### config.mk
export PLATFORM = sky130hd
export DESIGN_NAME = byte_unstriping
export DESIGN_NICKNAME = d
export VERILOG_FILES = /design/src/rtl/byte_unstriping_pkg.sv /design/src/rtl/byte_unstriping_buf.sv /design/src/rtl/byte_unstriping.sv
export SDC_FILE = /design/constraint.sdc
export NUM_CORES = 1
export LEC_CHECK = 0
export CAP_MARGIN = 25
export CORE_MARGIN = 2
export CORE_UTILIZATION = 55
export CTS_CLUSTER_SIZE = 12
export DETAILED_ROUTE_END_ITERATION = 6
export GPL_TIMING_DRIVEN = 0
export PLACE_DENSITY = 0.79
export SYNTH_ARGS = -nofsm -noshare
export SYNTH_HDL_FRONTEND = slang
export SYNTH_SLANG_ARGS = --single-unit
### constraint.sdc
create_clock -name clk -period 5.1 [get_ports clk]
set_clock_uncertainty 0.05 [all_clocks]
set_input_delay 0.51 -clock clk [delete_from_list [all_inputs] [get_ports clk]]
set_output_delay 0.51 -clock clk [all_outputs]
set_load 0.03 [all_outputs]
### src/rtl/byte_unstriping_pkg.sv
// Shared types and constants for the byte unstriper: lane geometry, group word,
// idle output value and serializer state encoding.
package byte_unstriping_pkg;
  localparam int unsigned NUM_LANES = 4;
  localparam int unsigned LANE_W    = 8;
  localparam int unsigned GROUP_W   = NUM_LANES * LANE_W;
  localparam int unsigned BUF_DEPTH = 2;

  typedef logic [LANE_W-1:0]  lane_t;
  typedef logic [GROUP_W-1:0] group_t;

  localparam lane_t INACTIVE_BYTE = 8'h00;

  typedef enum logic {
    IDLE = 1'b0,
    SER  = 1'b1
  } ser_state_t;
endpackage

### src/rtl/byte_unstriping_buf.sv
// Two-entry synchronous group FIFO; dout always reads registered storage at the
// head, so a push into an empty buffer is visible to pop only on the next edge.
module byte_unstriping_buf
  import byte_unstriping_pkg::*;
(
  input  logic       clk,
  input  logic       rst,
  input  logic       enb,
  input  logic       push,
  input  logic       pop,
  input  group_t     din,
  output group_t     dout,
  output logic       full,
  output logic       empty,
  output logic [1:0] count
);
  group_t mem [BUF_DEPTH];
  logic   wr_ptr;
  logic   rd_ptr;
  logic   push_ok;
  logic   pop_ok;

  assign full    = (count == 2'(BUF_DEPTH));
  assign empty   = (count == 2'd0);
  assign pop_ok  = pop && !empty;
  // A full buffer still accepts a push when the head leaves on the same edge.
  assign push_ok = push && (!full || pop_ok);
  assign dout    = mem[rd_ptr];

  always_ff @(posedge clk) begin
    if (!rst) begin
      wr_ptr <= 1'b0;
      rd_ptr <= 1'b0;
      count  <= '0;
    end else if (enb) begin
      if (push_ok) begin
        mem[wr_ptr] <= din;
        wr_ptr      <= ~wr_ptr;
      end
      if (pop_ok) rd_ptr <= ~rd_ptr;
      count <= count + 2'(push_ok) - 2'(pop_ok);
    end
  end
endmodule

### src/rtl/byte_unstriping.sv
// Re-serializes 4-lane byte groups into one byte stream, lane0 first, through a
// 2-group buffer. Optional drop counter: define BYTE_UNSTRIPING_DROP_CNT_EN.
module byte_unstriping
  import byte_unstriping_pkg::*;
#(
  parameter lane_t INACTIVE = INACTIVE_BYTE
) (
  input  logic       clk,
  input  logic       rst,
  input  logic       enb,
  input  logic [7:0] rx_lane0,
  input  logic [7:0] rx_lane1,
  input  logic [7:0] rx_lane2,
  input  logic [7:0] rx_lane3,
  input  logic       rx_valid,
  output logic [7:0] rx_DataS,
  output logic       rx_ValidS,
  output logic [1:0] counter,
  output logic       busy,
`ifdef BYTE_UNSTRIPING_DROP_CNT_EN
  output logic [7:0] drop_cnt,
`endif
  output logic       overflow
);
  ser_state_t state, state_nxt;
  group_t     shreg, shreg_nxt;
  group_t     buf_dout;
  lane_t      data_nxt;
  logic       valid_nxt;
  logic [1:0] cnt_nxt;
  logic       pop;
  logic       buf_full;
  logic       buf_empty;
  logic [1:0] buf_count;
  logic       drop;

  byte_unstriping_buf u_buf (
    .clk   (clk),
    .rst   (rst),
    .enb   (enb),
    .push  (rx_valid),
    .pop   (pop),
    .din   ({rx_lane3, rx_lane2, rx_lane1, rx_lane0}),
    .dout  (buf_dout),
    .full  (buf_full),
    .empty (buf_empty),
    .count (buf_count)
  );

  assign drop = rx_valid && buf_full && !pop;
  assign busy = (state == SER) || (buf_count != 2'd0);

  always_comb begin
    state_nxt = state;
    shreg_nxt = shreg;
    data_nxt  = rx_DataS;
    valid_nxt = rx_ValidS;
    cnt_nxt   = counter;
    pop       = 1'b0;
    unique case (state)
      IDLE: begin
        if (!buf_empty) begin
          pop       = 1'b1;
          shreg_nxt = buf_dout;
          data_nxt  = buf_dout[LANE_W-1:0];
          valid_nxt = 1'b1;
          cnt_nxt   = '0;
          state_nxt = SER;
        end else begin
          data_nxt  = INACTIVE;
          valid_nxt = 1'b0;
        end
      end
      SER: begin
        if (counter != 2'd3) begin
          // Shift register keeps the byte on the output in its low lane.
          shreg_nxt = shreg >> LANE_W;
          data_nxt  = shreg[2*LANE_W-1:LANE_W];
          cnt_nxt   = counter + 2'd1;
        end else if (!buf_empty) begin
          pop       = 1'b1;
          shreg_nxt = buf_dout;
          data_nxt  = buf_dout[LANE_W-1:0];
          cnt_nxt   = '0;
        end else begin
          state_nxt = IDLE;
          data_nxt  = INACTIVE;
          valid_nxt = 1'b0;
          cnt_nxt   = '0;
        end
      end
      default: state_nxt = IDLE;
    endcase
  end

  always_ff @(posedge clk) begin
    if (!rst) begin
      state     <= IDLE;
      shreg     <= '0;
      rx_DataS  <= INACTIVE;
      rx_ValidS <= 1'b0;
      counter   <= '0;
      overflow  <= 1'b0;
    end else if (enb) begin
      state     <= state_nxt;
      shreg     <= shreg_nxt;
      rx_DataS  <= data_nxt;
      rx_ValidS <= valid_nxt;
      counter   <= cnt_nxt;
      overflow  <= overflow || drop;
    end
  end

`ifdef BYTE_UNSTRIPING_DROP_CNT_EN
  always_ff @(posedge clk) begin
    if (!rst) begin
      drop_cnt <= '0;
    end else if (enb && drop && (drop_cnt != 8'hFF)) begin
      drop_cnt <= drop_cnt + 8'd1;
    end
  end
`endif
endmodule
Word level (Yosys, flattened, before mapping)
Memories as Yosys holds them, arrays and structs flattened. A register that Yosys moved wholly into a read port is not among the register bits. Cells that the tools add are included. Widths: inputs -> output; s select.

Add/sub/neg operators: 3. Equal/unequal tests: 5. Mux-type cells: 23. Bitwise gates (word level): 3. Reductions and logical operators: 16.

Operators with widths (count): $mux 32 (2); $pmux 32 s2 (1); $mux 8 (2); $pmux 8 s2 (1); $mux 1 (11); $ne 2x2->1 const B (3); $pmux 1 s2 (3); $reduce_and 2->1 (3); $logic_and 1x1->1 (4); $mux 2 (2); $pmux 2 s2 (1); $logic_not 1->1 (3); $logic_or 1x1->1 (3); $not 1->1 (3); $reduce_and 3->1 (1); $add 2x1->2 (1); $add 2x1->2 const B (1); $eq 2x2->1 const B (1); $logic_not 2->1 (1); $ne 2x1->1 const B (1); $reduce_bool 2->1 (1); $sub 2x1->2 (1).

Register bits: 49. Bits in writable memories: 64. Input port bits: 36. Output and inout bits: 13. Logic and storage cells: 60. Memories kept: 1.

Memories: u_buf.mem (words 2, bits a word 32, rd ports 1, clocked after memory_dff 1, write ports 1, RTL line byte_unstriping_buf.sv:17) `group_t mem [BUF_DEPTH];`.

Depth between registers and ports, before layout
Gate-level depths: netlist of run 1.

Depth in word-level cells: 11. Mapped depth: 10. Depth with buffers taken out: 9.

By module
Synthesis of run 1 repeated with hierarchy kept, for this count alone.

Cell total of the unflattened synthesis: 317. Area, all modules: 4297.9 sq um.

By module, submodules not included: byte_unstriping_buf (instances 1, cells an instance 136, area an instance 2616.3 sq um, seq. area each 2021.9 sq um); byte_unstriping (instances 1, cells an instance 181, area an instance 1681.6 sq um, seq. area each 740.7 sq um).

Least setup slack after synthesis of run 1
OpenSTA, ideal clock, no wires.

Path type: flip-flop to flip-flop. Start: register counter[0]. End: memory u_buf.mem[0][0] (netlist name) (enable). Setup time: 503 ps. Data arrival time: 4012 ps. Data required time: 4547 ps. Path slack: 534 ps. Stages on the path, launching flop included: 4. Path buffers: 0. Clock period less this slack: 4566 ps. Cells stage by stage: dfxtp_1 > ha_1 > nor4bb_1 > nor4_1.

Cells in the longest elaborated chain, start to end: 10.

RTL lines: start, declared (RTL line byte_unstriping.sv:18) `output logic [1:0] counter,`; start signal, assigned (RTL line byte_unstriping.sv:109) `counter <= cnt_nxt;`; $ne 2x2->1 (RTL line byte_unstriping.sv:75) `if (counter != 2'd3) begin`; $mux 1 (RTL line byte_unstriping.sv:75); $pmux 1 s2 (RTL line byte_unstriping.sv:60) `unique case (state)`; $logic_and 1x1->1 (RTL line byte_unstriping_buf.sv:25) `assign pop_ok = pop && !empty;`; $logic_or 1x1->1 (RTL line byte_unstriping_buf.sv:27) `assign push_ok = push && (!full || pop_ok);`; $logic_and 1x1->1 (RTL line byte_unstriping_buf.sv:27); $mux 1 (RTL line byte_unstriping_buf.sv:36) `if (push_ok) begin`; $mux 1 (RTL line byte_unstriping_buf.sv:35) `end else if (enb) begin`; $mux 1 (RTL line byte_unstriping_buf.sv:31) `if (!rst) begin`; $mux 1 (implied by the code) (RTL line byte_unstriping_buf.sv:37) `mem[wr_ptr] <= din;`; end, declared (RTL line byte_unstriping_buf.sv:17).

Every way passes these cells.

Final worst setup path of run 1
Start: register u_buf.count[1]. End: output port busy.

Cells in the longest elaborated chain, start to end: 2.

RTL lines: start, declared (RTL line byte_unstriping_buf.sv:15) `output logic [1:0] count`; start signal, assigned (RTL line byte_unstriping_buf.sv:41) `count <= count + 2'(push_ok) - 2'(pop_ok);`; $reduce_bool 2->1 (RTL line byte_unstriping.sv:51) `assign busy = (state == SER) || (buf_count != 2'd0);`; $logic_or 1x1->1 (RTL line byte_unstriping.sv:51); end, declared (RTL line byte_unstriping.sv:19) `output logic busy,`.

Every way passes these cells.

==> results of run 1 <==
[how the worst max path moves through the flow]
stage          slack, ns                           to  depth (start not counted)
4_1_cts             2.64                         busy                          3
3_5_place_dp        2.31    u_buf.mem[1][8]$_DFFE_PP_                          4
5_1_grt             2.51  u_buf.count[1]$_SDFFE_PN0P_                         10
6_report            2.64                         busy                          3
3_3_place_gp       -1.47   u_buf.mem[0][29]$_DFFE_PP_                          3
2_1_floorplan       0.53    u_buf.mem[0][0]$_DFFE_PP_                          3
[final cells by class]
type,count,area [um^2],share of cell area (%)
Buffer,27,126,2.48
Clock buffer,12,145,2.85
Clock inverter,4,51.3,1.01
Inverter,21,78.8,1.55
Multi-Input combinational cell,184,1290,25.5
Sequential cell,106,2760,54.3
Tap cell,102,128,2.51
Timing Repair Buffer,51,500,9.84
[metal layers]
metal / track usage [%] / part of all wire [%] / vias up
met5: 0 / 0 / -
met4: 10.1 / 2.8 / 0
met3: 3.29 / 4.8 / 21
met2: 33.5 / 47 / 109
met1: 28.7 / 45 / 1366
li1: - / - / 1387
[worst max-delay path, stage by stage (launching register included)]
cell             delay (ns)
dfxtp_1                0.33
clkbuf_1               0.21
or3_1                  0.40
clkdlybuf4s50_1        0.60
[sequential cells by signal (all words and copies together), names as in the netlist, named ones only]
name,cells
counter,2
overflow,1
rx_DataS,8
rx_ValidS,1
shreg,24
state,1
u_buf.count,2
u_buf.mem,64
u_buf.rd_ptr,1
u_buf.wr_ptr,1
[logic make-up after synthesis]
group                    Yosys count  share of synthesized area (%)
flip-flops                       106                           64.9
AO/OA/AOI/OAI                     87                           14.3
AND/OR/NAND/NOR                   59                           6.91
adder cells (fa/ha/maj)            3                          0.882
XOR/XNOR                           1                          0.206
buffers and inverters             48                           4.82
multiplexers                      34                           8.00
[cell usage after synthesis, types with 2 or more instances]
cell type   n
nor2b_1     2
o21ai_0    20
buf_6       2
clkbuf_1   19
a211oi_1    8
a31oi_1    18
edfxtp_1   64
ha_1        3
o211a_1    16
mux2i_1    34
o22ai_1     8
dfxtp_1    42
nor2_1     16
buf_2       5
inv_1      20
nand2_1    12
a2bb2oi_1   7
a21oi_1     5
nand3_1    16
nand2b_1    3
or3_1       4
[stage by stage]
step | TNS (ns) | setup WS [ns]
6_report | 0 | 2.64
5_1_grt | 0 | 2.51
4_1_cts | 0 | 2.64
3_5_place_dp | 0 | 2.31
3_3_place_gp | -48.32 | -1.47
2_1_floorplan | 0 | 0.534
[power by group through the flow]
stage | combinational [mW] | sequential [mW] | clock (mW)
after floorplan | 0.453 | 1.10 | 0
after global placement | 0.649 | 1.09 | 0
after detailed placement | 0.669 | 1.09 | 0
after CTS | 0.672 | 1.07 | 0.515
after global routing | 0.739 | 1.08 | 0.548
final | 0.672 | 1.07 | 0.508
==> results.txt, run 1 <==
Core Rows: 32
power density cells: 443 mW/mm^2
DP Cell Count: 491
hold path depth: 2
nets: 439
Post-Route WL: 8.25 mm
I/O pin cnt: 49
Switching Share: 31.5%
vias: 2883
CP endpoint kind: primary output
fin area: 0.00509 mm^2
Initial Utilization: 55.9%
Sinks on Clock Net: 106
R2R Setup Slk: 2.66 ns
startpoint types: flip-flop
n_diodes: 0
ys async rst share: 0%
WHS Endpoint: overflow$_SDFFE_PN0P_
Netlist Area Pre-Place: 0.00426 mm^2
Max Fclk: 0.407 GHz
cts repair resizes: 0
worst path required time: 4.54 ns
synth top area cells: edfxtp_1 45%, dfxtp_1 20%, mux2i_1 8.0%
ratio of cells with drive above 1 in the final layout: 7.41%
status: finished clean
register area share after synthesis: 64.9%
Via density: 5.69
Worst-path clk slew: 0.09 ns
GRT overflow: 0
syn_nets: 377
CTS Buffer Depth: 2
# setup viols final: 0
WS Path Type: reg2out
Critical Path Start: u_buf.count[1]$_SDFFE_PN0P_
Syn Inst Count: 338
worst min path class: reg2reg
Internal: 1.54 mW
Tot Pwr: 2.25 mW
Mean Syn Cell Area: 12.6 um^2
CTS tree: built
Die Area: 0.00846 mm^2
DP Area: 0.00489 mm^2
Worst Min Path Start: overflow$_SDFFE_PN0P_
worst reg2reg startpoint: counter[0]$_SDFFE_PN0P_
area grow syn2layout: 19.6%
Top FF cell, synth: edfxtp_1
DIE WIDTH: 92.0 um
GPL Wtd Cong: 0.912
Skew-Pair Late Insertion Delay: 0.36 ns
Fin. Hold Viols: 0
cell taking the most area after synthesis: edfxtp_1
setup bufs post-CTS: 0
routed wire length per instance: 16.3 um
EDFF count, synth: 64
Max Slew Vio Count: 0
number of buffers created by CTS: 9
Routed Antenna Nets: 0
worst reg2reg path endpoint: u_buf.count[1]$_SDFFE_PN0P_
Pleak: 1.81 nW
GRT Resource Usage Total: 21.1%
crit path time final: 2.46 ns
H-tree Lvls: 3
leading cell type in the layout, fill and taps excluded: edfxtp_1
fin util: 66.9%
Slew @ Worst Pin: 0.804 ns
root buffer cell: clkbuf_8
initial DRC count: 217
Remaining DRCs: 0
Max Cap Viol: 0
Detailed Place HPWL: 5.80 mm
I/O Buffers: 47
CTS hold repair buffers: 0
NetSw: 0.710 mW
first-pass GRT wire length: 13.8 mm
Layout Cells excl Fill: 507
combinational share of power: 29.9%
first drt pass iteration count: 5
initial antenna violation count: 0
worst reg2reg path depth: 10
VDD IR max: 225 uV
Seq cells post-synth: 106
clock network power share: 22.5%
warnings from Yosys: 0
largest net degree at the start of global routing: 33
post-synth top area share: 45.2%
fill cell count: 569
crit path max fanout: 10
Core Footprint: 0.00761 mm^2
Worst Hold Margin: 0.430 ns
Critical Path AT: 1.90 ns
final period utilization: 48.2%
Distinct cells, synth: 35
Reg power frac: 47.6%
Die Y: 92.0 um
number of global-route vias before repair: 2873
RSZ-0062 raised after global routing: no
highest-count cells in the layout ignoring fill and taps: 64 x edfxtp_1, 47 x clkdlybuf4s50_1, 42 x dfxtp_1, 34 x mux2i_1, 21 x clkbuf_1
Rel. slew slack: 46.4%
Power figures use the tool's default switching activity.
==> inputs of run 2 (changes only) <==
==> constraint.sdc (replaced) <==
create_clock -name clk -period 2.6 [get_ports clk]
set_clock_uncertainty 0.05 [all_clocks]
set_input_delay 0.26 -clock clk [delete_from_list [all_inputs] [get_ports clk]]
set_output_delay 0.26 -clock clk [all_outputs]
set_load 0.03 [all_outputs]
==> run 2 against run 1 <==
Against the previous run:
- sequential power is 96% higher
- critical path depth is 1 higher
- final cell count is 0.39% lower
- die area stayed put
- flip-flop and latch count stayed put
- count of clock-buffer cells in the layout is 3 lower
- largest power group unchanged
- core utilization is 0.51 points higher
==> results.txt, run 2 (synthesis gave the netlist of run 1 again) <==
n_diodes: 0 (unchanged)
Fin. Hold Viols: 0 (unchanged)
Critical Path AT: 2.37 ns (+0.47 ns)
Remaining DRCs: 0 (unchanged)
final period utilization: 92.3%
Max Fclk: 0.417 GHz
Via density: 5.66 (-0.51%)
routed wire length per instance: 16.1 um (-0.86%)
worst reg2reg path endpoint: u_buf.mem[1][23]$_DFFE_PP_
clock network power share: 24.4% (+1.9 points)
Core Footprint: 0.00761 mm^2 (unchanged)
ratio of cells with drive above 1 in the final layout: 7.69% (+0.28 points)
WHS Endpoint: u_buf.wr_ptr$_SDFFE_PN0P_
number of buffers created by CTS: 9 (unchanged)
Switching Share: 31.3% (-0.26 points)
NetSw: 1.41 mW (+99%)
Detailed Place HPWL: 5.65 mm (-2.5%)
Internal: 3.11 mW (+100%)
initial antenna violation count: 0 (unchanged)
fin util: 67.4% (+0.51 points)
initial DRC count: 181 (-17%)
worst reg2reg path depth: 4 (-6)
setup ws final: 0.199 ns (-2.44 ns)
# setup viols final: 0 (unchanged)
startpoint types: flip-flop
Routed Antenna Nets: 0 (unchanged)
leading cell type in the layout, fill and taps excluded: edfxtp_1
DP Cell Count: 489 (-0.41%)
combinational share of power: 29.1% (-0.8 points)
R2R Setup Slk: 0.20 ns (-2.46 ns)
nets: 437 (-0.46%)
CTS Buffer Depth: 2 (unchanged)
worst reg2reg startpoint: u_buf.count[1]$_SDFFE_PN0P_
VDD IR max: 354 uV (+58%)
power density cells: 881 mW/mm^2 (+99%)
max reg flops: 64 (unchanged)
vias: 2857 (-0.90%)
worst min path class: in2reg
root buffer cell: clkbuf_8
RSZ-0062 raised after global routing: no
WS Path Type: reg2reg
CTS hold repair buffers: 0 (unchanged)
DIE WIDTH: 92.0 um (unchanged)
Max Cap Viol: 0 (unchanged)
status: finished clean
CTS tree: built
first-pass GRT wire length: 13.8 mm (unchanged)
hold path depth: 4 (+2)
highest-count cells in the layout ignoring fill and taps: 64 x edfxtp_1, 47 x clkdlybuf4s50_1, 42 x dfxtp_1, 34 x mux2i_1
I/O pin cnt: 49 (unchanged)
Layout Cells excl Fill: 505 (-0.39%)
multi-input logic area: 0.00131 mm^2 (+0.87%)
DP Area: 0.00490 mm^2 (+0.18%)
Max Slew Vio Count: 0 (unchanged)
Largest Register: u_buf.mem
Core Rows: 32 (unchanged)
fin area: 0.00513 mm^2 (+0.76%)
worst path required time: 2.56 ns (-1.98 ns)
number of global-route vias before repair: 2887 (+0.49%)
I/O Buffers: 47 (unchanged)
Worst-path clk slew: 0.10 ns (about the same)
first drt pass iteration count: 7 (+2)
largest net degree at the start of global routing: 33 (unchanged)
Pleak: 1.81 nW (+0.30%)
Die Y: 92.0 um (unchanged)
Die Area: 0.00846 mm^2 (unchanged)
GRT Resource Usage Total: 21.0% (-0.10 points)
Post-Route WL: 8.15 mm (-1.2%)
Rel. slew slack: 45.5% (-0.89 points)
Skew-Pair Late Insertion Delay: 0.36 ns (about the same)
GPL Wtd Cong: 0.867 (-4.9%)
crit path time final: 2.40 ns
fill cell count: 579 (+1.8%)
area grow syn2layout: 20.5%
crit path max fanout: 32 (+22)
CP endpoint kind: flip-flop
Slew @ Worst Pin: 0.818 ns (+0.0134 ns)
GRT overflow: 0 (unchanged)
leading registers by flop count: u_buf.mem (64), shreg (24), rx_DataS (8)
Worst Hold Margin: 0.302 ns (-0.128 ns)
Sinks on Clock Net: 106 (unchanged)
Reg area: 0.00276 mm^2 (unchanged)
Worst Min Path Start: enb
Reg power frac: 46.5% (-1.1 points)
Initial Utilization: 55.9% (unchanged)
worst slack at placement: 0.0504 ns (-2.26 ns)
H-tree Lvls: 3 (unchanged)
## run 2: cell count changes in the layout (fill, tap and decap cells not counted), sizes merged
cell / before / now
clkbuf: 31 / 28
buf: 12 / 10
clkinv: 2 / 1
bufinv: 1 / 2
inv: 21 / 23
clkinvlp: 1 / 2
## run 2: worst max-delay path by stage
stage	from	to	slack [ns]
after floorplan	counter[0]$_SDFFE_PN0P_	u_buf.mem[0][0]$_DFFE_PP_	0.13
after global placement	rst	u_buf.mem[0][13]$_DFFE_PP_	-0.51
after detailed placement	enb	u_buf.mem[1][30]$_DFFE_PP_	0.05
after CTS	counter[0]$_SDFFE_PN0P_	u_buf.count[1]$_SDFFE_PN0P_	0.17
after global routing	u_buf.count[1]$_SDFFE_PN0P_	u_buf.mem[1][23]$_DFFE_PP_	0.05
final	u_buf.count[1]$_SDFFE_PN0P_	u_buf.mem[1][23]$_DFFE_PP_	0.20
## run 2: power groups by stage
| stage | clock (mW) | combinational (mW) | sequential (mW) |
|---|---|---|---|
| after floorplan | 0 | 0.891 | 2.16 |
| after global placement | 0 | 1.27 | 2.13 |
| after detailed placement | 0 | 1.32 | 2.14 |
| after CTS | 1.13 | 1.32 | 2.10 |
| after global routing | 1.20 | 1.45 | 2.13 |
| final | 1.10 | 1.32 | 2.10 |
## run 2: cell type report
type / instances / area share, %
clock buffer: 9 / 2.42
clock inverter: 7 / 1.95
inverter: 21 / 1.54
buffer: 27 / 2.47
multi-input combinational: 184 / 25.5
sequential: 106 / 53.9
timing repair buffer: 49 / 9.76
tap: 102 / 2.49
## run 2: timing repair
item                                   4_1_cts  5_1_grt
gates resized for setup                      0        1
setup endpoints to repair                    0        1
setup buffers                                0        0
endpoints found under the hold margin        0        0
## run 2: critical path, cell delays in order, from the launching register on
cell and delay, ns:
dfxtp_1 0.34, clkbuf_1 0.33, nor4bb_1 0.64, nor2_1 0.14
and4_2 0.55
## run 2: per-layer routing
metal	global-route usage, %	wire [um]
met1	28.6	3640
met2	33.1	3880
met3	4.77	442
met4	8.21	187
met5	0	0
## run 2: stage by stage
step           TNS [ns]  power, mW
2_1_floorplan         0       3.05
3_3_place_gp     -29.40       3.40
3_5_place_dp          0       3.45
4_1_cts               0       4.55
5_1_grt               0       4.78
6_report              0       4.52
==> inputs of run 3 (changes only) <==
--- a/config.mk
+++ b/config.mk
@@ -10,7 +10,6 @@
 export CORE_UTILIZATION = 55
 export CTS_CLUSTER_SIZE = 12
 export DETAILED_ROUTE_END_ITERATION = 6
-export GPL_TIMING_DRIVEN = 0
 export PLACE_DENSITY = 0.79
 export SYNTH_ARGS = -nofsm -noshare
 export SYNTH_HDL_FRONTEND = slang
==> run 3 against run 2 <==
Against the previous run:
- combinational power down 9.8%
- non-clock buffer count down 17
- routed wire length down 3.6%
- core utilization down 0.87 points
- hold slack better by 0.13 ns
- fmax up 16%
- count of clock-buffer cells in the layout up 2
- register-to-register slack better by 0.50 ns
- first-iteration DRC count up 8.8%
- critical path depth down 2
- clock power about the same
==> results.txt, run 3 (synthesis gave the netlist of run 1 again) <==
ratio of cells with drive above 1 in the final layout: 7.25% (-0.44 points)
Die Area: 0.00846 mm^2 (unchanged)
first drt pass iteration count: 4 (-3)
Rel. slew slack: 64.8% (+19 points)
CP endpoint kind: primary output
initial antenna violation count: 0 (unchanged)
cts repair resizes: 0 (unchanged)
Routed Antenna Nets: 0 (unchanged)
root buffer cell: clkbuf_8
setup bufs post-CTS: 0 (unchanged)
CTS Buffer Depth: 2 (unchanged)
initial DRC count: 197 (+8.8%)
Initial Utilization: 55.9% (unchanged)
Max Fclk: 0.482 GHz (+16%)
routed wire length per instance: 16.1 um (-0.24%)
VDD IR max: 459 uV (+30%)
largest net degree at the start of global routing: 49 (+48%)
number of buffers created by CTS: 9 (unchanged)
vias: 2762 (-3.3%)
fill cell count: 568 (-1.9%)
final period utilization: 79.9% (-12 points)
nets: 420 (-3.9%)
setup TNS: 0 ns (unchanged)
Die Y: 92.0 um (unchanged)
GPL Wtd Cong: 0.811 (-6.5%)
Remaining DRCs: 0 (unchanged)
Post-Route WL: 7.86 mm (-3.6%)
Critical Path AT: 1.77 ns (-0.60 ns)
crit path max fanout: 11 (-66%)
Core Footprint: 0.00761 mm^2 (unchanged)
worst path required time: 2.29 ns (-0.27 ns)
Max Cap Viol: 0 (unchanged)
area grow syn2layout: 18.9%
CTS tree: built
worst min path class: reg2reg
number of global-route vias before repair: 2682 (-7.1%)
CTS hold repair buffers: 0 (unchanged)
first-pass GRT wire length: 12.9 mm (-6.9%)
leading registers by flop count: u_buf.mem (64), shreg (24), rx_DataS (8)
startpoint types: flip-flop
H-tree Lvls: 3 (unchanged)
power density cells: 875 mW/mm^2 (-0.70%)
DIE WIDTH: 92.0 um (unchanged)
# setup viols final: 0 (unchanged)
Tot Pwr: 4.43 mW (-2.0%)
WS Path Type: reg2out
Fin. Hold Viols: 0 (unchanged)
Core Rows: 32 (unchanged)
Max Slew Vio Count: 0 (unchanged)
I/O pin cnt: 49 (unchanged)
Pleak: 1.79 nW (-1.3%)
status: finished clean
n_diodes: 0 (unchanged)
leading cell type in the layout, fill and taps excluded: edfxtp_1
crit path time final: 2.08 ns (-0.325 ns)
Worst-path clk slew: 0.10 ns (about the same)
Detailed Place HPWL: 5.13 mm (-9.2%)
GRT overflow: 0 (unchanged)
Slew @ Worst Pin: 0.528 ns (-0.289 ns)
Via density: 5.66 (about the same)
Sinks on Clock Net: 106 (unchanged)
max reg flops: 64 (unchanged)
Skew-Pair Late Insertion Delay: 0.36 ns (about the same)
highest-count cells in the layout ignoring fill and taps: 64 x edfxtp_1, 48 x clkdlybuf4s50_1, 41 x dfxtp_1, 34 x mux2i_1
I/O Buffers: 48 (+2.1%)
RSZ-0062 raised after global routing: no
Largest Register: u_buf.mem
GRT Resource Usage Total: 19.5% (-1.6 points)
[run 3: cell types whose count changed in the layout (fill, tap and decap cells not counted), moves of 2 or more]
cell and change:
buf_2 -5, buf_8 -2, clkbuf_1 -17, buf_4 +9, buf_6 -2
[run 3: final cells by class]
| cell class | count | area, um^2 | area share, % |
|---|---|---|---|
| clock inverter | 5 | 80.1 | 1.58 |
| inverter | 21 | 78.8 | 1.56 |
| clock buffer | 11 | 131 | 2.60 |
| timing repair buffer | 59 | 576 | 11.4 |
| multi-input combinational | 184 | 1300 | 25.7 |
| sequential | 106 | 2760 | 54.6 |
| tap | 102 | 128 | 2.52 |
[run 3: critical path, cell delays in order, from the launching register on]
cell and delay, ns:
dfxtp_1 0.42, or3_1 0.40, clkdlybuf4s50_1 0.59
[run 3: routing by layer]
metal | up-vias | track usage (%) | part of all wire (%)
li1 | 1343 | - | -
met4 | 0 | 8.33 | 1.3
met1 | 1338 | 26.3 | 45
met2 | 74 | 31.3 | 50
met3 | 7 | 3.37 | 4.3
met5 | - | 0 | 0
[run 3: stage by stage]
step                hold WS (ns)  cell area (um^2)  cells  worst slack (ns)  utilization (%)
floorplan                  0.309              4270    338             0.129                -
global placement           0.403              4850    472             0.433             63.7
detailed placement         0.412              4850    472             0.381             63.7
CTS                        0.419              5060    488             0.515             66.5
global route               0.425              5060    488             0.463             66.5
finish                     0.431              5060    488             0.524             66.5
[run 3: final timing paths]
kind / slack (ns) / end / cells past startpoint / start
hold / removal: 0.43 / overflow$_SDFFE_PN0P_ / 2 / overflow$_SDFFE_PN0P_
hold reg to reg: 0.43 / overflow$_SDFFE_PN0P_ / 2 / overflow$_SDFFE_PN0P_
setup / recovery: 0.52 / busy / 2 / u_buf.count[0]$_SDFFE_PN0P_
setup reg to reg: 0.70 / shreg[16]$_SDFFE_PN0P_ / 5 / counter[0]$_SDFFE_PN0P_
[run 3: where the power goes]
| part | internal [mW] | total, mW | leakage, nW | switching [mW] |
|---|---|---|---|---|
| logic | 0.546 | 1.19 | 0.764 | 0.642 |
| registers | 1.98 | 2.17 | 0.927 | 0.190 |
| clock network | 0.544 | 1.07 | 0.102 | 0.525 |
| total | 3.07 | 4.43 | 1.79 | 1.36 |
